[config.mk]
export PLATFORM = sky130hd
export DESIGN_NAME = cheri_lsu_stkz_arb
export DESIGN_NICKNAME = d
export VERILOG_FILES = /design/src/rtl/cheri_lsu_stkz_arb.sv
export SDC_FILE = /design/constraint.sdc
export NUM_CORES = 1
export LEC_CHECK = 0
export BUFFER_PORTS_ARGS = -buffer_cell sky130_fd_sc_hd__clkbuf_2
export CORE_AREA = 2 2 83 85
export DETAILED_ROUTE_END_ITERATION = 7
export DIE_AREA = 0 0 85 87
export PLACE_DENSITY_LB_ADDON = 0.25
export SETUP_SLACK_MARGIN = 0.15
export SLEW_MARGIN = 0
export SYNTH_ARGS = -nofsm -noshare
export SYNTH_HDL_FRONTEND = slang
export SYNTH_SLANG_ARGS = --single-unit
[constraint.sdc]
create_clock -name clk_i -period 3.5 [get_ports clk_i]
set_input_delay 0.7 -clock clk_i [delete_from_list [all_inputs] [get_ports clk_i]]
set_output_delay 0.7 -clock clk_i [all_outputs]
set_load 0.005 [all_outputs]
[src/rtl/cheri_lsu_stkz_arb.sv]
// Arbiter sharing the data-side LSU port between the core and the stack-zeroization engine.
// Grants are held until the LSU accepts; an owner FIFO routes in-order responses back.
module cheri_lsu_stkz_arb #(
  parameter int unsigned MaxOutstanding = 2,
  parameter int unsigned StarveMax      = 4
) (
  input  logic        clk_i,
  input  logic        rst_ni,
  input  logic        core_req_i,
  input  logic        core_we_i,
  input  logic        core_is_cap_i,
  input  logic [31:0] core_addr_i,
  input  logic [32:0] core_wdata_i,
  output logic        core_req_done_o,
  output logic        core_resp_valid_o,
  output logic        core_resp_err_o,
  input  logic        stkz_req_i,
  input  logic        stkz_we_i,
  input  logic        stkz_is_cap_i,
  input  logic [31:0] stkz_addr_i,
  input  logic [32:0] stkz_wdata_i,
  output logic        stkz_req_done_o,
  output logic        stkz_resp_valid_o,
  output logic        stkz_resp_err_o,
  output logic        lsu_req_o,
  output logic        lsu_we_o,
  output logic        lsu_is_cap_o,
  output logic [31:0] lsu_addr_o,
  output logic [32:0] lsu_wdata_o,
  input  logic        lsu_req_done_i,
  input  logic        lsu_resp_valid_i,
  input  logic        lsu_resp_err_i,
  output logic        spurious_resp_o
);

  // state     | meaning
  // IDLE      | no grant held; arbitrate each cycle
  // LOCK_CORE | core granted, waiting for LSU accept
  // LOCK_STKZ | stkz granted, waiting for LSU accept (or stkz abort)
  typedef enum logic [1:0] {IDLE, LOCK_CORE, LOCK_STKZ} state_e;

  localparam int unsigned PtrW = (MaxOutstanding > 2) ? 2 : 1;
  localparam int unsigned CntW = 3;
  localparam int unsigned SW   = (StarveMax > 1) ? $clog2(StarveMax + 1) : 1;

  state_e                    state_q, state_d;
  logic [MaxOutstanding-1:0] owner_q, owner_d;  // 1 = stkz owns the slot
  logic [PtrW-1:0]           wr_ptr_q, wr_ptr_d, rd_ptr_q, rd_ptr_d;
  logic [CntW-1:0]           cnt_q, cnt_d;
  logic [SW-1:0]             starve_q, starve_d;
  logic                      spur_q, spur_d;

  logic grant, sel_stkz, push, pop, head, fifo_full, fifo_empty, starved;

  function automatic logic [PtrW-1:0] ptr_inc(input logic [PtrW-1:0] p);
    return (p == PtrW'(MaxOutstanding - 1)) ? '0 : p + 1'b1;
  endfunction

  assign fifo_full  = (cnt_q == CntW'(MaxOutstanding));
  assign fifo_empty = (cnt_q == '0);
  assign starved    = (starve_q >= SW'(StarveMax));

  always_comb begin
    grant    = 1'b0;
    sel_stkz = 1'b0;
    state_d  = state_q;
    unique case (state_q)
      IDLE: begin
        if (!fifo_full) begin
          if (stkz_req_i && (!core_req_i || starved)) begin
            grant    = 1'b1;
            sel_stkz = 1'b1;
          end else if (core_req_i) begin
            grant = 1'b1;
          end
        end
        if (grant && !lsu_req_done_i) state_d = sel_stkz ? LOCK_STKZ : LOCK_CORE;
      end
      LOCK_CORE: begin
        grant = core_req_i;
        if (lsu_req_done_i || !core_req_i) state_d = IDLE;
      end
      LOCK_STKZ: begin
        sel_stkz = 1'b1;
        grant    = stkz_req_i;
        if (lsu_req_done_i || !stkz_req_i) state_d = IDLE;
      end
      default: state_d = IDLE;
    endcase
  end

  assign push = grant & lsu_req_done_i;
  assign pop  = lsu_resp_valid_i & ~fifo_empty;
  assign head = owner_q[rd_ptr_q];

  always_comb begin
    owner_d  = owner_q;
    wr_ptr_d = wr_ptr_q;
    rd_ptr_d = rd_ptr_q;
    cnt_d    = cnt_q;
    if (push) begin
      owner_d[wr_ptr_q] = sel_stkz;
      wr_ptr_d          = ptr_inc(wr_ptr_q);
    end
    if (pop) rd_ptr_d = ptr_inc(rd_ptr_q);
    unique case ({push, pop})
      2'b10:   cnt_d = cnt_q + 1'b1;
      2'b01:   cnt_d = cnt_q - 1'b1;
      default: cnt_d = cnt_q;
    endcase
  end

  // Starvation only counts while stkz is actually waiting.
  always_comb begin
    starve_d = starve_q;
    if (!stkz_req_i)             starve_d = '0;
    else if (push && sel_stkz)   starve_d = '0;
    else if (push && !starved)   starve_d = starve_q + 1'b1;
  end

  assign spur_d = spur_q | (lsu_resp_valid_i & fifo_empty);

  always_ff @(posedge clk_i or negedge rst_ni) begin
    if (!rst_ni) begin
      state_q  <= IDLE;
      owner_q  <= '0;
      wr_ptr_q <= '0;
      rd_ptr_q <= '0;
      cnt_q    <= '0;
      starve_q <= '0;
      spur_q   <= 1'b0;
    end else begin
      state_q  <= state_d;
      owner_q  <= owner_d;
      wr_ptr_q <= wr_ptr_d;
      rd_ptr_q <= rd_ptr_d;
      cnt_q    <= cnt_d;
      starve_q <= starve_d;
      spur_q   <= spur_d;
    end
  end

  assign lsu_req_o    = grant;
  assign lsu_we_o     = grant & (sel_stkz ? stkz_we_i : core_we_i);
  assign lsu_is_cap_o = grant & (sel_stkz ? stkz_is_cap_i : core_is_cap_i);
  assign lsu_addr_o   = grant ? (sel_stkz ? stkz_addr_i : core_addr_i) : '0;
  assign lsu_wdata_o  = grant ? (sel_stkz ? stkz_wdata_i : core_wdata_i) : '0;

  assign core_req_done_o   = push & ~sel_stkz;
  assign stkz_req_done_o   = push & sel_stkz;
  assign core_resp_valid_o = pop & ~head;
  assign stkz_resp_valid_o = pop & head;
  assign core_resp_err_o   = pop & ~head & lsu_resp_err_i;
  assign stkz_resp_err_o   = pop & head & lsu_resp_err_i;
  assign spurious_resp_o   = spur_q;

  lock_core_held_a: assert property (@(posedge clk_i) disable iff (!rst_ni)
    (state_q == LOCK_CORE) |-> core_req_i);

endmodule

---- Word-level counts from Yosys, hierarchy flattened ----
Cells that the tools add are included.
operators by class
  add/subtract/negate cells ............... 5
  multiply operators ...................... 0
  div/mod/pow operators ................... 0
  $lt $le $gt $ge ......................... 4
  equal/unequal tests ..................... 9
  shifts and indexed selects .............. 0
  multiplexer cells ....................... 31
  bitwise operators ....................... 15
  reduce and logical (&&, ||, !) cells .... 16
operator list
  operator               number
  $mux W33               2
  $mux W32               2
  $mux W1                14
  $and A1 B1 Y1          11
  $mux W3                3
  $mux W2                4
  $add A3 B1 Y3 const B  2
  $ne A2 B2 Y1 const B   3
  $pmux W2 S3            1
  $pmux W3 S2            1
  $logic_and A1 B1 Y1    5
  $eq A2 B1 Y1 const B   2
  $eq A2 B2 Y1 const B   2
  $logic_not A1 Y1       4
  $lt A1 B2 Y1 const B   2
  $eq A3 B2 Y1 const B   1
  $ge A3 B3 Y1 const B   1
  $logic_not A3 Y1       1
  $logic_or A1 B1 Y1     3
  $ne A3 B1 Y1 const B   1
  $not A1 Y1             3
  $pmux W1 S3            1
  $reduce_and A3 Y1      1
  $sub A3 B1 Y3 const B  1
  other kinds (8)        9
word-level totals
  register bits ........................... 13
  latch bits .............................. 0
  memory bits (writable) .................. 0
  memory bits (read-only) ................. 0
  output and inout bits ................... 75
  memories kept ........................... 0

---- Logic depth before layout (Yosys ltp) ----
Gate-level depths: netlist (run 1).
  depth after elaboration ................. 12
  depth in mapped cells ................... 12
  depth with buffers taken out ............ 10

---- Worst setup path before layout (run 1) ----
No wires, ideal clock.
  kind .................................... input -> output
  start ................................... input stkz_req_i
  end ..................................... output lsu_addr_o[22]
  arrival ................................. 1.825 ns
  data required time ...................... 2.800 ns
  path slack .............................. 0.975 ns
  stages on the path ...................... 6
  buffers on the path ..................... 2
  cell sequence ........................... nor2b_1 -> a32o_1 -> buf_2 -> clkbuf_1 -> nand2_1 -> a21oi_1
between the ends
  longest elaborated chain between the ends .. 7
RTL lines
  item                 line  text
  start, declared      17    input logic stkz_req_i,
  $logic_and A1 B1 Y1  70    if (stkz_req_i && (!core_req_i || starved)) begin
  $mux W1              70
  $mux W1              69    if (!fifo_full) begin
  $mux W1              67    unique case (state_q)
  $pmux W1 S2          67
  $mux W32             146   assign lsu_addr_o = grant ? (sel_stkz ? stkz_addr_i : core_addr_i) : '0;
  $mux W32 (*)         146
  end, declared        28    output logic [31:0] lsu_addr_o,
Mark *: on every way between the ends. The rest lies on a longest branch, timed or not. The select of a mux whose other input is x is not followed.

---- Worst setup path after layout (run 1) ----
  start ................................... register cnt_q[2]
  end ..................................... output lsu_wdata_o[16]
between the ends
  longest elaborated chain between the ends .. 6
RTL lines
  item                    line  text
  start, declared         49    logic [CntW-1:0] cnt_q, cnt_d;
  start signal, assigned  137   cnt_q <= cnt_d;
  $eq A3 B2 Y1 (*)        59    assign fifo_full = (cnt_q == CntW'(MaxOutstanding));
  $mux W1                 69
  $mux W1                 67
  $pmux W1 S2             67
  $mux W33                147   assign lsu_wdata_o = grant ? (sel_stkz ? stkz_wdata_i : core_wdata_i) : '0;
  $mux W33 (*)            147
  end, declared           29    output logic [32:0] lsu_wdata_o,
Marked as above.

==> qor.csv, run 1 <==
metric;value;unit
arrival;2.47;ns
syn_avg_cell_area;5.916;sq um
ys_ff_latch;13;
setup_tns;0;ns
synth_area_leaders;nand2_1 (29%), a21oi_1 (19%), dfrtp_1 (18%);
yosys_warnings;0;
synth_top_area_frac;0.2878;
power-per-cell-area;580.1;nW/um^2
synth_common_cells;nand2_1 (137), a21oi_1 (67), buf_2 (16), dfrtp_1 (13), inv_1 (8);
post-route-min-period;3.174;ns
clkSlewWorstSetupHoldPaths;0.06;ns
hold_path.class;in2async;
drc_errors;0;
ys.flop_type;dfrtp_1;
timing.final.hold_violations;0;
syn-num-nets;447;
min_period_over_period;0.9067;
cap_violations;0;
peakVddDrop;0.2777;mV
cts_setup_buffers;0;
status;finished, final reports clean;
yosysTopAreaCell;nand2_1;
cts.sinks;13;
nets;647;
netlist_instances;302;
final_core_util;0.4465;
first_pass_iters;4;
netlist_area;1787;sq um
htreeDepth;1;
tightest_slew;0.6318;ns
yosysSeqAreaShare;0.1821;
port_buffers;215;
viasPerCell;4.664;
num_io_pins;216;
area_growth;64.15;%
drive_above_1_share;0.4591;
finalMaxSlewViolations;0;
cts_resized;0;
rsz0062_at_grt;no;
die_area;7395;sq um
clock.fmax;315.1;MHz
grt_usage;0.1722;
grt_pass1_wl;10610;um
dieHeight;87;um
row_count;30;
ys_types;37;
cts-root-buf;clkbuf_8;
path_class;reg2out;
synth_enable_flop_cells;0;
dpl.cell_count;576;
clock_path_buffers;2;
antenna_found_initial;0;
finalWorstSetupSlack;0.3264;ns
core;6569;sq um
dp_slack;0.3409;ns
ant_nets;0;
postCtsHoldBufs;0;
worstSkewPairLatency;0.25;ns
cp_max_fo;47;
required;2.80;ns
endpoint_kind;output pin;
grt_max_degree;48;
finalClockSkew;0.003980;ns
synthArstFlopShare;1.000;
yosysMostFrequentCell;nand2_1;
wire_per_inst;12.77;um
power.leakage;1.729;nW
instances_no_fill;581;
n_antenna_cell;0;
dp_hpwl;5691;um
stdcell_area;2933;sq um
final-setup-viol-count;0;
die_width;85;um
wl;7418;um
vias;2710;
grt_pass1_vias;2289;
start_kind;flip-flop;
start_util;0.2720;
overflow;0;
dpl_cell_area;2872;sq um
routabilityCongestion;0.8892;
numCtsBuffers;3;
cts_tree;done;
dr.first_iter.drc_count;73;
slew_headroom;0.5788;
-- per-stage QoR --
stage	hold slack, ns	total power [W]
4_1_cts	0.3592	0.001699
3_3_place_gp	0.4454	0.001537
6_report	0.3450	0.001701
3_5_place_dp	0.4480	0.001557
2_1_floorplan	0.4044	0.001067
5_1_grt	0.3673	0.001888
-- power breakdown --
part | leakage (nW) | switching, W | total, W | internal (W)
logic | 1.54 | 0.000721 | 0.00129 | 0.000568
registers | 0.161 | 0.0000656 | 0.000275 | 0.000210
clock network | 0.0228 | 0.0000563 | 0.000137 | 0.0000805
-- worst max-delay path: stages (launching register included) --
cell and delay [ns]:
dfrtp_1 0.42, or3b_1 0.55, a32oi_4 0.56, buf_12 0.28, nand2_1 0.08, a21oi_1 0.17, clkbuf_2 0.14
-- worst paths after layout --
path	startpoint	endpoint	slack, ns	cells after the start
min in group clk_i	spurious_resp_o$_DFF_PN0_	spurious_resp_o$_DFF_PN0_	0.46	1
hold reg to reg	spurious_resp_o$_DFF_PN0_	spurious_resp_o$_DFF_PN0_	0.46	1
setup / recovery	cnt_q[2]$_DFFE_PN0P_	lsu_wdata_o[16]	0.33	6
max in group asynchronous	rst_ni	cnt_q[1]$_DFFE_PN0P_	2.90	1
hold / removal	rst_ni	state_q[1]$_DFFE_PN0P_	0.35	1
setup reg to reg	state_q[1]$_DFFE_PN0P_	cnt_q[2]$_DFFE_PN0P_	0.62	10
-- routing by layer --
| metal | part of all wire | GRT usage |
|---|---|---|
| met1 | 0.43 | 0.2233 |
| met5 | 0 | 0 |
| met4 | 0.0078 | 0.03896 |
| met3 | 0.070 | 0.02559 |
| met2 | 0.49 | 0.3018 |
-- cell type report --
| type | instances | area, sq um |
|---|---|---|
| timing repair buffer | 220 | 1126 |
| inverter | 9 | 33.78 |
| multi-input combinational | 255 | 1303 |
| sequential | 13 | 325.3 |
| tap | 80 | 100.1 |
| fill | 714 | 3636 |
| clock buffer | 4 | 45.04 |
-- flip-flops by register name, summed over array words and instances, names as in the netlist --
register	count
wr_ptr_q	1
owner_q	2
spurious_resp_o	1
state_q	2
starve_q	3
rd_ptr_q	1
cnt_q	3
-- cell families after synthesis --
kind of cell,Yosys count,share of synthesized area
AOI/OAI and AO/OA,80,0.2626
xor gates and xnor gates,5,0.02451
adders and majority gates,4,0.03222
buffers and inverters,35,0.09944
DFF,13,0.1821
muxes,5,0.02941
and+or+nand+nor,160,0.3697
-- placed cells by master, fill, tap and decap left out, types with 2 or more instances in the layout --
cell,netlist,layout
nor2_1,3,3
nand2b_1,4,4
nor3_1,2,2
clkbuf_2,0,215
a21oi_1,67,67
buf_4,1,4
inv_1,8,8
and2_1,3,3
mux2_2,2,2
clkbuf_8,0,3
ha_1,3,3
nor2b_1,3,3
nand2_1,137,137
nor4b_1,2,2
xor2_1,2,2
mux2i_1,3,3
xnor2_1,3,3
nor3b_1,2,2
o32ai_1,2,2
dfrtp_1,13,13
No activity file was read; power rests on OpenSTA's default activity.
==> run 2, diff against run 1 <==
- RECOVER_POWER: default -> 25
==> run 2 against run 1 <==
- non-clock buffer count unchanged
- utilization is essentially flat
- highest routed layer unchanged
- maximum frequency about the same
- largest power group unchanged
- design area about the same
- clock power about the same
==> qor.csv, run 2 (synthesized netlist as in run 1, its figures left out) <==
metric;value;unit;change
dpl.cell_count;576;;unchanged
core;6569;sq um;unchanged
htreeDepth;1;;unchanged
required;2.80;ns;about the same
r2r-start;state_q[1]$_DFFE_PN0P_;;
routabilityCongestion;0.8892;;unchanged
reg2reg_to;cnt_q[2]$_DFFE_PN0P_;;
slowest_stage;a32oi_4;;
finalClockSkew;0.004028;ns;+0.00004838 ns
cap_violations;0;;unchanged
drc_errors;0;;unchanged
holdCritStartpoint;spurious_resp_o$_DFF_PN0_;;
rrSetupSlack;0.53;ns;-0.09 ns
reg_top3;cnt_q (3), starve_q (3);;
critPathLaunch;cnt_q[2]$_DFFE_PN0P_;;
reg2regPathDepth;10;;unchanged
n_antenna_cell;0;;unchanged
grt_pass1_vias;2289;;unchanged
viasPerCell;4.663;;about the same
cts.sinks;13;;unchanged
ant_nets;0;;unchanged
dr.first_iter.drc_count;76;;+4.1%
layout_common_cells;clkbuf_2 (214), nand2_1 (137), a21oi_1 (67);;
power.leakage;1.725;nW;-0.23%
worstSkewPairLatency;0.25;ns;about the same
hold_path.class;reg2reg;;
tightest_slew;0.7175;ns;+0.08566 ns
path_class;reg2out;;
whs_endpoint;spurious_resp_o$_DFF_PN0_;;
peakVddDrop;0.2771;mV;-0.20%
grt_max_degree;48;;unchanged
first_pass_iters;4;;unchanged
clkSlewWorstSetupHoldPaths;0.06;ns;about the same
antenna_found_initial;0;;unchanged
fillers;715;;+0.14%
area_growth;64.08;%;about the same
final_common_cell;clkbuf_2;;
wl;7410;um;-0.11%
multi_input_comb_area;1303;sq um;unchanged
final_core_util;0.4463;;about the same
final-setup-viol-count;0;;unchanged
vias;2709;;-0.037%
finalMaxSlewViolations;0;;unchanged
hold_slack;0.4613;ns;+0.1162 ns
setup_tns;0;ns;unchanged
grt_usage;0.1722;;unchanged
cp_max_fo;47;;unchanged
post-route-min-period;3.174;ns;+0.00006500 ns
grt_pass1_wl;10610;um;unchanged
status;finished, final reports clean;;
timing.final.hold_violations;0;;unchanged
arrival;2.47;ns;about the same
die_area;7395;sq um;unchanged
total_power;0.001699;W;-0.13%
instances_no_fill;581;;unchanged
clock.fmax;315.1;MHz;about the same
whs_path_depth;1;;
dp_hpwl;5691;um;unchanged
clock_path_buffers;2;;unchanged
nets;647;;unchanged
wire_per_inst;12.75;um;-0.11%
num_io_pins;216;;unchanged
overflow;0;;unchanged
cts-root-buf;clkbuf_8;;
die_width;85;um;unchanged
min_period_over_period;0.9068;;about the same
numCtsBuffers;3;;unchanged
slew_headroom;0.5217;;-0.05711
dieHeight;87;um;unchanged
seqCellArea;325.3;sq um;unchanged
rsz0062_at_grt;no;;
path_cells;or3b_1 -> a32oi_4 -> buf_12 -> nand2_1 -> a21oi_1 -> clkbuf_2;;
start_kind;flip-flop;;
port_buffers;215;;unchanged
critical-path-max-stage-delay;0.56;ns;about the same
endpoint_kind;output pin;;
row_count;30;;unchanged
drive_above_1_share;0.4551;;-0.003992
power-per-cell-area;579.6;nW/um^2;about the same
start_util;0.2720;;unchanged
cts_tree;done;;
-- run 2: cell counts in the layout (fill, tap and decap cells not counted) --
No cell type changed its count.
-- run 2: metrics by stage --
stage          instance area, sq um  setup slack (ns)
6_report                       2932            0.3263
5_1_grt                        2932            0.1742
4_1_cts                        2917            0.2571
3_5_place_dp                   2872            0.3409
3_3_place_gp                   2872            0.3608
2_1_floorplan                  1787            0.9752
-- run 2: per-layer routing --
| metal | share of wire | vias up | global-route usage |
|---|---|---|---|
| li1 | - | 1396 | - |
| met1 | 0.43 | 1198 | 0.2233 |
| met2 | 0.49 | 108 | 0.3018 |
| met3 | 0.072 | 7 | 0.02559 |
| met4 | 0.0078 | 0 | 0.03896 |
| met5 | 0 | - | 0 |
-- run 2: worst max path at each step --
| stage | endpoint | slack [ns] | cells after the start |
|---|---|---|---|
| 4_1_cts | lsu_wdata_o[16] | 0.26 | 6 |
| 3_3_place_gp | lsu_wdata_o[16] | 0.36 | 7 |
| 2_1_floorplan | lsu_addr_o[22] | 0.98 | 6 |
| 5_1_grt | lsu_wdata_o[20] | 0.17 | 6 |
| 3_5_place_dp | lsu_wdata_o[16] | 0.34 | 7 |
| 6_report | lsu_wdata_o[16] | 0.33 | 6 |
-- run 2: critical path: cells and delay by family (launching register included) --
family	cells	cell delay, ns
buffers and inverters	2	0.42
and+or+nand+nor	2	0.63
AOI/OAI and AO/OA	2	0.73
DFF	1	0.42
-- run 2: what timing repair did --
item | 4_1_cts | 5_1_grt
resized for setup | 0 | 0
buffers inserted | 0 | 0
endpoints found under the setup margin | 0 | 13
hold buffers | 0 | 0
-- run 2: cell type report --
class,instances,area share
Multi-Input combinational cell,255,0.4443
Timing Repair Buffer,220,0.3837
Sequential cell,13,0.1110
Tap cell,80,0.03414
Inverter,9,0.01152
Clock buffer,4,0.01536
-- run 2: power breakdown --
group / switching, W / internal [W] / leakage (nW)
combinational: 0.000720 / 0.000567 / 1.54
clock: 0.0000564 / 0.0000805 / 0.0228
sequential: 0.0000650 / 0.000210 / 0.161
total: 0.000842 / 0.000858 / 1.72
==> run 3, diff against run 2 <==
- CORE_AREA: 2 2 83 85 -> 2 2 84 86
- CTS_BUF_LIST: default -> sky130_fd_sc_hd__clkbuf_4 sky130_fd_sc_hd__clkbuf_8
- DIE_AREA: 0 0 85 87 -> 0 0 86 88
==> run 3 against run 2 <==
- combinational power is essentially flat
- sequential share of layout area up 0.067 points
- clock power rose by 7%
- utilization fell by 0.77 points
- first-iteration DRC count up 3.9%
- wire length fell by 2.7%
- critical endpoint is now lsu_wdata_o[1]
- critical path type unchanged
- critical path depth unchanged
==> qor.csv, run 3 (synthesized netlist as in run 1, its figures left out) <==
metric;value;unit;change
clock.fmax;335.3;MHz;+6.4%
row_count;30;;unchanged
hold_path.class;in2async;;
tightest_slew;0.6807;ns;-0.03674 ns
dr.first_iter.drc_count;79;;+3.9%
ant_nets;0;;unchanged
numCtsBuffers;3;;unchanged
min_period_over_period;0.8521;;-0.05470
cap_violations;0;;unchanged
cts_tree;done;;
stdcell_area;2914;sq um;-0.60%
drive_above_1_share;0.4571;;+0.001996
post-route-min-period;2.982;ns;-0.1915 ns
wl;7210;um;-2.7%
dpl_cell_area;2867;sq um;-0.17%
drc_errors;0;;unchanged
reg_top3;cnt_q (3), starve_q (3);;
viasPerCell;4.604;;-1.3%
overflow;0;;unchanged
rrSetupSlack;1.00;ns;+0.47 ns
htreeDepth;1;;unchanged
cts-root-buf;clkbuf_8;;
path_cells;or3b_1 -> a32oi_4 -> buf_4 -> nand2_1 -> a21oi_1 -> clkbuf_2;;
status;finished, final reports clean;;
multi_input_comb_area;1286;sq um;-1.2%
arrival;2.28;ns;-0.19 ns
postCtsHoldBufs;0;;unchanged
area_growth;63.09;%;
clkSlewWorstSetupHoldPaths;0.06;ns;about the same
endpoint_kind;output pin;;
grt_pass1_vias;2170;;-5.2%
slew_headroom;0.5462;;+0.02449
num_io_pins;216;;unchanged
setup_tns;0;ns;unchanged
fillers;745;;+4.2%
final_common_cell;clkbuf_2;;
port_buffers;215;;unchanged
peakVddDrop;0.3343;mV;+21%
clock_path_buffers;2;;unchanged
die_area;7568;sq um;+2.3%
layout_common_cells;clkbuf_2 (214), nand2_1 (137), a21oi_1 (67);;
core;6644;sq um;+1.1%
grt_pass1_wl;10300;um;-2.9%
required;2.80;ns;about the same
grt_max_degree;44;;-8.3%
wire_per_inst;12.41;um;-2.7%
critPathBufInv;2;;unchanged
first_pass_iters;4;;unchanged
critical-path-max-stage-delay;0.51;ns;-0.05 ns
cts_setup_buffers;0;;unchanged
path_class;reg2out;;
start_kind;flip-flop;;
cts.sinks;13;;unchanged
finalMaxSlewViolations;0;;unchanged
timing.final.hold_violations;0;;unchanged
routabilityCongestion;0.7604;;-14%
n_antenna_cell;0;;unchanged
seqCellArea;325.3;sq um;unchanged
vias;2675;;-1.3%
power.leakage;1.726;nW;about the same
finalClockSkew;0.003821;ns;-0.0002068 ns
rsz0062_at_grt;no;;
cp_top_family;simple AND/OR/NAND/NOR gates;;
dp_hpwl;5732;um;+0.72%
cp_max_fo;43;;-8.5%
slowest_stage;or3b_1;;
grt_usage;0.1633;;-0.008863
nets;647;;unchanged
power-per-cell-area;577.5;nW/um^2;-0.35%
start_util;0.2689;;-0.003073
dieHeight;88;um;+1.1%
cts_resized;0;;unchanged
worstSkewPairLatency;0.25;ns;about the same
final-setup-viol-count;0;;unchanged
antenna_found_initial;0;;unchanged
die_width;86;um;+1.2%
run 3: cell count changes in the layout (fill, tap and decap cells not counted), sizes merged:
cell,before,now
a32oi,2,1
buf,5,6
run 3: through the flow:
| step | hold slack [ns] | utilization | std cells | power (W) | setup slack (ns) |
|---|---|---|---|---|---|
| final | 0.4551 | 0.4386 | 581 | 0.001683 | 0.5178 |
| after global routing | 0.4876 | 0.4386 | 581 | 0.001854 | 0.3412 |
| after CTS | 0.3443 | 0.4388 | 581 | 0.001702 | 0.5283 |
| after detailed placement | 0.4440 | 0.4315 | 577 | 0.001551 | 0.5585 |
| after global placement | 0.4407 | 0.4315 | 577 | 0.001541 | 0.5850 |
| after floorplan | 0.4044 | - | 302 | 0.001067 | 0.9752 |
run 3: layout make-up:
type,count,share of cell area
multi-input cells,254,0.4414
repair buffers,221,0.3843
flip-flops and latches,13,0.1116
inverters,9,0.01159
clock buffers,4,0.01675
well taps,80,0.03435
run 3: worst reg2reg max path, stage by stage, from the launching register on:
cell and delay (ns):
dfrtp_1 0.49, nor4b_1 0.38, o22a_2 0.25, inv_1 0.10
nand2_1 0.15, ha_1 0.21, inv_1 0.06, fa_1 0.37
xor2_1 0.15, nor2_1 0.12, xor2_1 0.15
run 3: final timing paths:
| kind | endpoint | cells past startpoint | from |
|---|---|---|---|
| setup / recovery | lsu_wdata_o[1] | 6 | cnt_q[2]$_DFFE_PN0P_ |
| hold / removal | owner_q[1]$_DFFE_PN0P_ | 1 | rst_ni |
| setup reg to reg | cnt_q[2]$_DFFE_PN0P_ | 10 | state_q[1]$_DFFE_PN0P_ |
| hold reg to reg | spurious_resp_o$_DFF_PN0_ | 1 | spurious_resp_o$_DFF_PN0_ |
| max in group asynchronous | cnt_q[0]$_DFFE_PN0P_ | 1 | rst_ni |
| min in group clk_i | spurious_resp_o$_DFF_PN0_ | 1 | spurious_resp_o$_DFF_PN0_ |
run 3: where the power goes:
group	switching [W]	internal [W]
logic	0.000703	0.000557
clock network	0.0000584	0.0000884
registers	0.0000671	0.000210
run 3: per-layer routing:
layer  track usage  vias up  wire length (um)
met3       0.02168        4               504
met5             0        -                 0
met2        0.3002      102              3742
met4       0.03030        0                34
met1        0.2050     1179              2928
li1              -     1390                 -
